<file path="src/rtl/hazard_ctrl_pkg.sv">
// Shared types and constants for the RAW hazard detector of the 5-stage mips core.
// Holds the register-address width, the $0 address, the default depth and the scoreboard slot type.
package hazard_ctrl_pkg;

    localparam int REG_ADDR_W = 5;
    localparam logic [REG_ADDR_W-1:0] NOP_REG_ADDR = '0;
    localparam int HAZ_DEPTH = 2;

    typedef struct packed {
        logic                  valid;
        logic [REG_ADDR_W-1:0] addr;
    } sb_slot_t;

    function automatic logic slot_match(input sb_slot_t slot, input logic [REG_ADDR_W-1:0] addr);
        return slot.valid && (slot.addr == addr);
    endfunction

endpackage

</file>
<file path="src/rtl/hazard_ctrl_sb.sv">
// Shift-register scoreboard of in-flight destination registers (slot 0 = EX, last slot = oldest).
// Offers two lookup ports; a lookup of $0 never hits.
module hazard_ctrl_sb
    import hazard_ctrl_pkg::*;
#(
    parameter int DEPTH = HAZ_DEPTH
) (
    input  logic                  clk,
    input  logic                  rst,
    input  logic                  bubble_i,
    input  logic                  push_wreg_i,
    input  logic [REG_ADDR_W-1:0] push_addr_i,
    input  logic [REG_ADDR_W-1:0] addr1_i,
    input  logic [REG_ADDR_W-1:0] addr2_i,
    output logic                  hit1_o,
    output logic                  hit2_o
);

    sb_slot_t slots_q [DEPTH];
    sb_slot_t push_d;

    always_comb begin
        push_d = '0;
        if (!bubble_i) begin
            push_d.valid = push_wreg_i && (push_addr_i != NOP_REG_ADDR);
            push_d.addr  = push_addr_i;
        end
    end

    // A stalled instruction is held in ID, so a bubble enters EX in its place.
    always_ff @(posedge clk) begin
        if (rst) begin
            for (int i = 0; i < DEPTH; i++) begin
                slots_q[i] <= '0;
            end
        end else begin
            for (int i = DEPTH - 1; i > 0; i--) begin
                slots_q[i] <= slots_q[i-1];
            end
            slots_q[0] <= push_d;
        end
    end

    always_comb begin
        hit1_o = 1'b0;
        hit2_o = 1'b0;
        for (int i = 0; i < DEPTH; i++) begin
            hit1_o = hit1_o | slot_match(slots_q[i], addr1_i);
            hit2_o = hit2_o | slot_match(slots_q[i], addr2_i);
        end
        hit1_o = hit1_o && (addr1_i != NOP_REG_ADDR);
        hit2_o = hit2_o && (addr2_i != NOP_REG_ADDR);
    end

endmodule

</file>
<file path="src/rtl/hazard_ctrl.sv">
// RAW hazard detector and stall generator for the forwarding-less 5-stage mips core.
// Drives bbl combinationally from the scoreboard and keeps saturating stall statistics.
module hazard_ctrl
    import hazard_ctrl_pkg::*;
#(
    parameter int DEPTH = HAZ_DEPTH,
    parameter int CNT_W = 32
) (
    input  logic                  clk,
    input  logic                  rst,
    input  logic                  exp_read1,
    input  logic [REG_ADDR_W-1:0] exp_addr1,
    input  logic                  exp_read2,
    input  logic [REG_ADDR_W-1:0] exp_addr2,
    input  logic [REG_ADDR_W-1:0] tar_addr,
    input  logic                  tar_wreg,
    output logic                  bbl,
    output logic [CNT_W-1:0]      stall_cnt,
    output logic [CNT_W-1:0]      hazard_cnt
);

    logic             hit1;
    logic             hit2;
    logic             bbl_q;
    logic [CNT_W-1:0] stall_cnt_q;
    logic [CNT_W-1:0] stall_cnt_d;
    logic [CNT_W-1:0] hazard_cnt_q;
    logic [CNT_W-1:0] hazard_cnt_d;

    hazard_ctrl_sb #(
        .DEPTH(DEPTH)
    ) u_sb (
        .clk        (clk),
        .rst        (rst),
        .bubble_i   (bbl),
        .push_wreg_i(tar_wreg),
        .push_addr_i(tar_addr),
        .addr1_i    (exp_addr1),
        .addr2_i    (exp_addr2),
        .hit1_o     (hit1),
        .hit2_o     (hit2)
    );

    // Reset gates first so X on the read strobes during reset cannot reach bbl.
    assign bbl = !rst && ((exp_read1 && hit1) || (exp_read2 && hit2));

    always_comb begin
        stall_cnt_d  = stall_cnt_q;
        hazard_cnt_d = hazard_cnt_q;
        if (bbl && (stall_cnt_q != '1)) begin
            stall_cnt_d = stall_cnt_q + 1'b1;
        end
        if (bbl && !bbl_q && (hazard_cnt_q != '1)) begin
            hazard_cnt_d = hazard_cnt_q + 1'b1;
        end
    end

    always_ff @(posedge clk) begin
        if (rst) begin
            bbl_q        <= 1'b0;
            stall_cnt_q  <= '0;
            hazard_cnt_q <= '0;
        end else begin
            bbl_q        <= bbl;
            stall_cnt_q  <= stall_cnt_d;
            hazard_cnt_q <= hazard_cnt_d;
        end
    end

    assign stall_cnt  = stall_cnt_q;
    assign hazard_cnt = hazard_cnt_q;

endmodule
</file>
<file path="config.mk">
export PLATFORM = sky130hd
export DESIGN_NAME = hazard_ctrl
export DESIGN_NICKNAME = d
export VERILOG_FILES = /design/src/rtl/hazard_ctrl_pkg.sv /design/src/rtl/hazard_ctrl_sb.sv /design/src/rtl/hazard_ctrl.sv
export SDC_FILE = /design/constraint.sdc
export NUM_CORES = 1
export LEC_CHECK = 0
export BUFFER_PORTS_ARGS = -buffer_cell sky130_fd_sc_hd__buf_2
export CAP_MARGIN = 10
export CORE_MARGIN = 5
export CORE_UTILIZATION = 55
export DETAILED_ROUTE_END_ITERATION = 8
export GPL_ROUTABILITY_DRIVEN = 0
export HOLD_SLACK_MARGIN = 0.05
export PLACE_DENSITY_LB_ADDON = 0.08
export RECOVER_POWER = 100
export SETUP_SLACK_MARGIN = 0.05
export SYNTH_ARGS = -nofsm -noshare
export SYNTH_HDL_FRONTEND = slang
export SYNTH_SLANG_ARGS = --single-unit
</file>
<file path="constraint.sdc">
create_clock -name clk -period 2.45 [get_ports clk]
set_input_delay 0.3675 -clock clk [delete_from_list [all_inputs] [get_ports clk]]
set_output_delay 0.3675 -clock clk [all_outputs]
set_load 0.02 [all_outputs]
</file>
==> results of run 1 <==
[worst max-delay path, stage by stage]
cell,delay [ps]
buf_2,120
or4_1,510
o21a_1,200
and2_1,180
a22oi_4,280
inv_2,130
buf_2,180
[cell usage in the layout, fill, tap and decap left out, types with 14 or more instances in the layout]
| cell | n |
|---|---|
| nor2b_1 | 16 |
| nor2_1 | 21 |
| or4_1 | 25 |
| clkbuf_1 | 70 |
| xnor2_1 | 20 |
| o31ai_1 | 20 |
| nand2_1 | 32 |
| nand4_1 | 27 |
| and3_1 | 17 |
| nand3_1 | 26 |
| buf_2 | 19 |
| buf_4 | 14 |
| dfxtp_1 | 77 |
| or3_1 | 24 |
| a21oi_1 | 48 |
| o21ai_0 | 25 |
[worst max path at each step]
stage / startpoint / end / slack [ps] / cells after the start
after CTS: exp_addr1[1] / bbl / 90 / 7
after floorplan: stall_cnt[0] / stall_cnt[28] / 130 / 7
after detailed placement: exp_addr1[1] / hazard_cnt[11] / 10 / 8
after global routing: stall_cnt[3] / stall_cnt[28] / 40 / 6
final: exp_addr1[1] / bbl / 110 / 7
after global placement: exp_addr1[1] / hazard_cnt[11] / 40 / 8
[synthesized netlist by cell type (5+ instances only)]
cell	instances	share of area
dfxtp_1	77	0.37
a21oi_1	48	0.058
nand2_1	31	0.028
nand4_1	27	0.041
nand3_1	26	0.032
or4_1	26	0.047
o21ai_0	25	0.030
or3_1	24	0.036
nor2_1	22	0.020
o31ai_1	20	0.036
xnor2_1	20	0.042
clkbuf_1	18	0.016
and3_1	17	0.026
nor2b_1	16	0.024
and4_1	11	0.023
nor3_1	10	0.012
buf_2	7	0.0085
inv_1	6	0.0055
mux2_2	5	0.014
o41ai_1	5	0.011
[power by group]
| part | switching [uW] | internal [uW] |
|---|---|---|
| registers | 10.2 | 1260 |
| logic | 64.6 | 49.6 |
| clock network | 472 | 600 |
[cell families (layout without fill, tap and decap cells)]
group	count (synthesis)	count (layout)	share of synthesized area
simple gates	231	231	0.3319
compound gates	116	116	0.1781
flops	77	77	0.3738
buf+inv	37	131	0.04065
xor+xnor	20	20	0.04248
mux	10	10	0.02700
fa+ha+maj	2	2	0.006067
[final cells by class]
class,count,area [sq um],share of cell area
inverter,7,26.28,0.005415
multi-input combinational,379,2404,0.4954
tap,99,123.9,0.02553
sequential,77,1541,0.3177
clock inverter,6,86.33,0.01779
clock buffer,10,137.6,0.02837
timing repair buffer,108,533.0,0.1099
[per-layer routing]
layer	up-vias	track usage
met5	-	0
met4	0	0.08528
met3	10	0.03950
met2	111	0.3736
met1	2002	0.3127
li1	2058	-
[per-stage QoR]
step	instances	hold slack, ps	power (uW)
2_1_floorplan	493	459.8	1371
3_3_place_gp	670	474.6	1413
3_5_place_dp	670	476.5	1416
4_1_cts	686	277.0	2479
5_1_grt	686	276.3	2551
6_report	686	281.7	2457
[flip-flops by register name, summed over array words and instances (netlist names)]
register	count
hazard_cnt	32
u_sb.slots_q	12
stall_cnt	32
bbl_q	1
==> metrics.yaml, run 1 <==
tightest_slew_ps: 1138
fin_area_sq_mm: 0.004852
cp.required_ps: 2080
ys.flop_type: "dfxtp_1"
ys_warn_count: 0
clock_sinks: 77
ctsHoldBuffers: 0
grt_overflow: 0
cts_max_level: 3
cts_tree: "done"
routed.top_layer: "met4"
grt_start_max_net_pins: 43
timing.rr.start: "hazard_cnt[19]"
antenna_found_initial: 0
drcViolationCount: 0
slew_viol_final: 0
ys_seq_elements: 77
crit_path_end_kind: "output pin"
setup_viol: 0
fin_nets: 604
routed_wl_microns: 10800
rsz0062_at_grt: "false"
dp_hpwl_microns: 7700
clockRootBuffer: "clkbuf_8"
setup_tns_ps: 0
async_flop_share: 0
regToRegSetupSlack_ps: 190
netlist_area_sq_mm: 0.004124
track_usage: 0.2322
drive_above_1_share: 0.1158
rr_worst_depth: 6
cts_setup_buffers: 0
die_w_microns: 96.59
fillers: 696
vias: 4181
min_to: "u_sb.slots_q[0][3]"
fin_skew_ps: 11.59
layout_setup_ws_ps: 110.4
clk_latency_ps: 350
hp-class: "input port to flip-flop"
synth_edf_count: 0
coreArea_sq_mm: 0.007292
r2r_end: "hazard_cnt[25]"
dr_wl_met3_microns: 595
start_util: 0.5655
syn_avg_cell_area_sq_um: 8.365
worstSetupPathType: "input port to output pin"
finalHoldViolCount: 0
dp_slack_ps: 12.95
p_leak_uw: 0.001619
drt-met1-wl_microns: 4946
ys_seq_area_frac: 0.3738
drt-initial-drc-count: 196
fmax_mhz: 427.4
ant_nets: 0
io_buffers: 84
netlist_instances: 493
power_density_mw_per_mm2: 506.3
final_util: 0.6654
dieArea_sq_mm: 0.009330
place_area_sq_mm: 0.004745
synthesis.nets: 515
finalCritPeriodShare: 0.9549
status: "finished, final reports clean"
cts-resized-gates: 0
grt_pass1_wl_microns: 17370
maxSlewHeadroom: 0.2412
drt_first_pass_iters: 4
io_pins: 85
worstHoldStart: "tar_addr[3]"
diodes: 0
ys_types: 53
drv_cap: 0
via_per_inst: 6.095
post_drt_wl_per_cell_microns: 15.74
holdPathStages: 2
area_growth_pct: 17.66
crit_arrival_ps: 1970
peakVddDrop_uv: 352.7
wl_met2_microns: 5156
cts_buffers: 9
rows: 31
cts_max_path_buffers: 2
grt_pass1_vias: 3732
start_kind: "input port"
die_y_microns: 96.59
path_clk_slew_ps: 70
crit_fanout: 7
post-route-min-period_ps: 2340
Note: power is estimated with default switching activity, not from simulation.
==> run 2, diff against run 1 <==
==> constraint.sdc (replaced) <==
create_clock -name clk -period 2.45 [get_ports clk]
set_input_delay 0.3675 -clock clk [delete_from_list [all_inputs] [get_ports clk]]
set_output_delay 0.3675 -clock clk [all_outputs]
set_load 0.05 [all_outputs]
==> run 2 against run 1 <==
  * Utilization is 0.24 points lower
  * Setup slack better by 0.91 ps
  * Clock skew is 4.8 ps higher
  * Count of clock-buffer cells in the layout is 2 higher
  * Global-route usage is 0.18 points higher
  * Total power is 1.3% lower
  * Fmax hardly changed
  * Sequential power hardly changed
  * Sequential share of layout area is 0.66 points higher
  * Worst hold slack worse by 3.5 ps
  * Via count is 0.17% higher
  * Critical path type unchanged
  * Largest power group unchanged
==> metrics.yaml, run 2 (synthesis results as in run 1) <==
status: "finished, final reports clean"
p_int_uw: 1884
regToRegSetupSlack_ps: 190
p_leak_uw: 0.001610
via_per_inst: 6.123
grt_start_max_net_pins: 43
grt_pass1_wl_microns: 17480
maxSlewHeadroom: 0.3321
dieArea_sq_mm: 0.009330
cts_tree: "done"
diodes: 0
clk_latency_ps: 350
fillers: 699
ant_nets: 0
setup_tns_ps: 0
finalHoldViolCount: 0
drive_above_1_share: 0.1419
worstSetupPathType: "input port to output pin"
power_density_mw_per_mm2: 501.5
track_usage: 0.2340
coreArea_sq_mm: 0.007292
io_buffers: 84
fin_cells: 684
crit_path_end_kind: "output pin"
combPwrFrac: 0.048
crit_fanout: 5
drt_first_pass_iters: 5
antenna_found_initial: 0
layout_commonest_cell: "clkbuf_1"
vias: 4188
routed_wl_microns: 10770
io_pins: 85
start_util: 0.5655
timing.rr.start: "hazard_cnt[0]"
dp_hpwl_microns: 7697
slew_viol_final: 0
die_w_microns: 96.59
rr_worst_depth: 7
multi_input_area_sq_mm: 0.002404
post_drt_wl_per_cell_microns: 15.74
start_kind: "input port"
crit_arrival_ps: 1970
rows: 31
drt-initial-drc-count: 184
final_util: 0.6630
power_switching_uw: 540.3
post-route-min-period_ps: 2339
peakVddDrop_uv: 294.3
rsz0062_at_grt: "true"
r2r_end: "hazard_cnt[30]"
cts_setup_buffers: 0
fin_nets: 602
cp.required_ps: 2080
sw_frac_of_total: 0.2228
power.total_uw: 2425
drv_cap: 0
cts_max_path_buffers: 2
die_y_microns: 96.59
fmax_mhz: 427.6
fin_skew_ps: 16.42
clock_power_share: 0.428
cts_buffers: 9
holdPathStages: 2
seq_area_sq_mm: 0.001568
tightest_slew_ps: 1002
path_clk_slew_ps: 80
hp-class: "input port to flip-flop"
whs_ps: 278.3
grt_overflow: 0
clock_sinks: 77
seq_power_share: 0.524
finalCritPeriodShare: 0.9546
grt_pass1_vias: 3773
worstHoldStart: "tar_addr[2]"
min_to: "u_sb.slots_q[0][2]"
drcViolationCount: 0
clockRootBuffer: "clkbuf_8"
cts_max_level: 3
final_cell_mix: "clkbuf_1, dfxtp_1, a21oi_1"
setup_viol: 0
dp_cells: 668
area_growth_pct: 17.23
-- run 2: stage by stage --
stage          cell area (sq um)  setup slack [ps]
2_1_floorplan               4151             58.71
3_3_place_gp                4745             87.94
3_5_place_dp                4745             40.77
4_1_cts                     4952             93.27
5_1_grt                     4835             25.80
6_report                    4835             111.3
-- run 2: cell type report --
cell class              instances  area share
multi-input cells             379      0.4972
flip-flops and latches         77      0.3243
repair buffers                106      0.1046
clock buffers                  12     0.02795
well taps                      99     0.02562
clock inverters                 4     0.01501
inverters                       7    0.005435
-- run 2: worst max-delay path by stage --
| stage | cells past startpoint | start | endpoint | slack [ps] |
|---|---|---|---|---|
| 3_5_place_dp | 8 | exp_addr1[1] | stall_cnt[30] | 40 |
| 5_1_grt | 6 | stall_cnt[3] | stall_cnt[28] | 30 |
| 6_report | 7 | exp_addr1[1] | bbl | 110 |
| 4_1_cts | 7 | exp_addr1[1] | bbl | 90 |
| 2_1_floorplan | 8 | stall_cnt[12] | stall_cnt[25] | 60 |
| 3_3_place_gp | 8 | exp_addr1[1] | hazard_cnt[11] | 90 |
-- run 2: critical path, cell delays in order --
cell	delay (ps)
clkbuf_1	110
or4_1	530
o21a_1	190
and2_0	180
a22oi_4	230
inv_2	110
clkbuf_4	230
-- run 2: metal layers --
metal	vias up	global-route usage	wire (microns)
met5	-	0	0
met4	0	0.07593	145
met3	16	0.03796	593
met2	111	0.3937	5196
met1	2010	0.3061	4834
li1	2051	-	-
-- run 2: power by group through the flow --
| stage | logic (uW) | clock network, uW | registers, uW |
|---|---|---|---|
| 2_1_floorplan | 73.1 | 0 | 1300 |
| 3_3_place_gp | 115 | 0 | 1300 |
| 3_5_place_dp | 118 | 0 | 1300 |
| 4_1_cts | 119 | 1050 | 1270 |
| 5_1_grt | 126 | 1100 | 1270 |
| 6_report | 115 | 1040 | 1270 |
-- run 2: repair_timing --
item                       in CTS  in global routing
hold buffers                    0                  0
resized for setup               0                  3
setup endpoints to repair       0                  5
==> run 3, diff against run 2 <==
--- a/config.mk
+++ b/config.mk
@@ -7,8 +7,10 @@
 export LEC_CHECK = 0
 export BUFFER_PORTS_ARGS = -buffer_cell sky130_fd_sc_hd__buf_2
 export CAP_MARGIN = 10
+export CELL_PAD_IN_SITES_DETAIL_PLACEMENT = 0
+export CELL_PAD_IN_SITES_GLOBAL_PLACEMENT = 1
 export CORE_MARGIN = 5
-export CORE_UTILIZATION = 55
+export CORE_UTILIZATION = 41
 export DETAILED_ROUTE_END_ITERATION = 8
 export GPL_ROUTABILITY_DRIVEN = 0
 export HOLD_SLACK_MARGIN = 0.05
==> run 3 against run 2 <==
  * Clock skew shrank 4.7 ps
  * Non-clock buffer count is 4 lower
  * Sequential power barely moved
  * Register-to-register slack improved by 20 ps
  * First-iteration DRC count fell by 4.9%
==> metrics.yaml, run 3 (synthesis results as in run 1) <==
clk_latency_ps: 350
io_buffers: 84
cts_tree: "done"
drive_above_1_share: 0.1515
timing.rr.start: "u_sb.slots_q[0][6]"
area_growth_pct: 19.14
routed_wl_microns: 11360
holdPathStages: 2
drt-initial-drc-count: 175
worstHoldStart: "tar_addr[0]"
critPathBufInv: 3
io_pins: 85
worstSetupPathType: "input port to output pin"
ctsHoldBuffers: 0
fillers: 1030
dp_cells: 698
slowest_delay_ps: 520
place_area_sq_mm: 0.004757
rsz0062_at_grt: "false"
power_switching_uw: 556.1
fin_area_sq_mm: 0.004913
grt_pass1_vias: 3879
finalHoldViolCount: 0
combPwrFrac: 0.046
fmax_mhz: 430.1
slew_viol_final: 0
fin_cells: 714
path_clk_slew_ps: 80
critPathTopFamily: "simple AND/OR/NAND/NOR gates"
tightest_slew_ps: 1024
drv_cap: 0
p_int_uw: 1988
setup_tns_ps: 0
cts_max_path_buffers: 2
grt_pass1_wl_microns: 18840
vias: 4097
dp_hpwl_microns: 8235
crit_path_end_kind: "output pin"
ant_nets: 0
finalCritPeriodShare: 0.9490
layout_commonest_cell: "clkbuf_1"
die_w_microns: 110.3
whs_ps: 281.8
crit_arrival_ps: 1960
status: "finished, final reports clean"
hp-class: "input port to flip-flop"
setup_viol: 0
clock_power_share: 0.455
clockRootBuffer: "clkbuf_8"
rr_worst_depth: 7
seq_power_share: 0.499
regToRegSetupSlack_ps: 210
via_per_inst: 5.738
die_y_microns: 110.3
post_drt_wl_per_cell_microns: 15.91
track_usage: 0.1935
antenna_found_initial: 0
clock_sinks: 77
post-route-min-period_ps: 2325
start_util: 0.4219
path_cells: "clkbuf_1 > or4_1 > o21a_1 > and2_0 > a22oi_4 > inv_4 > buf_4"
peakVddDrop_uv: 231.5
power_density_mw_per_mm2: 517.8
start_kind: "input port"
sw_frac_of_total: 0.2186
grt_start_max_net_pins: 49
cts_max_level: 3
cp.required_ps: 2080
drt_first_pass_iters: 4
final_util: 0.5027
p_leak_uw: 0.001623
maxSlewHeadroom: 0.3174
r2r_end: "hazard_cnt[29]"
coreArea_sq_mm: 0.009774
cts_buffers: 9
min_to: "u_sb.slots_q[0][0]"
grt_overflow: 0
final_cell_mix: "clkbuf_1, dfxtp_1, a21oi_1"
fin_skew_ps: 11.69
dieArea_sq_mm: 0.01216
fin_nets: 598
crit_fanout: 7
rows: 36
crit_path_top_delay_cell: "or4_1"
drcViolationCount: 0
diodes: 0
[run 3: changes by cell type in the layout (fill, tap and decap cells not counted), sizes merged]
cell    delta
clkbuf     -7
clkinv     +1
bufinv     +1
buf        +1
[run 3: worst max path at each step]
stage,startpoint,endpoint,slack [ps],depth (start not counted)
final,exp_addr1[1],bbl,130,7
after global routing,u_sb.slots_q[0][2],stall_cnt[27],40,7
after CTS,exp_addr1[1],bbl,50,7
after detailed placement,exp_addr1[1],hazard_cnt[11],30,8
after global placement,exp_addr1[1],hazard_cnt[11],60,8
after floorplan,stall_cnt[12],stall_cnt[25],60,8
[run 3: area by class of cell]
| cell class | count | area, sq um | share of cell area |
|---|---|---|---|
| Clock inverter | 6 | 111.4 | 0.02266 |
| Timing Repair Buffer | 102 | 490.5 | 0.09982 |
| Inverter | 7 | 28.78 | 0.005857 |
| Sequential cell | 77 | 1568 | 0.3191 |
| Multi-Input combinational cell | 379 | 2421 | 0.4927 |
| Tap cell | 133 | 166.4 | 0.03387 |
| Clock buffer | 10 | 127.6 | 0.02597 |
[run 3: metal layers]
| metal | vias up | global-route usage | part of all wire |
|---|---|---|---|
| met5 | - | 0 | 0 |
| met4 | 0 | 0.06684 | 0.012 |
| met3 | 12 | 0.02912 | 0.055 |
| li1 | 2054 | - | - |
| met2 | 100 | 0.3098 | 0.46 |
| met1 | 1931 | 0.2661 | 0.48 |
[run 3: power by group through the flow]
| stage | Sequential [uW] | Clock, uW | Combinational (uW) |
|---|---|---|---|
| after floorplan | 1300 | 0 | 73.1 |
| final | 1270 | 1160 | 116 |
| after global routing | 1270 | 1250 | 129 |
| after global placement | 1300 | 0 | 116 |
| after detailed placement | 1300 | 0 | 118 |
| after CTS | 1270 | 1190 | 118 |
[run 3: through the flow]
step                      setup slack, ps  power [uW]
after floorplan                     58.71        1372
after global placement              59.95        1417
after detailed placement            31.76        1418
after CTS                           53.56        2577
after global routing                38.38        2650
final                               125.0        2544
[run 3: timing repair]
item | in CTS | in global routing
resized for setup | 0 | 6
setup endpoints to repair | 0 | 5
endpoints found under the hold margin | 0 | 0
buffers inserted | 0 | 0
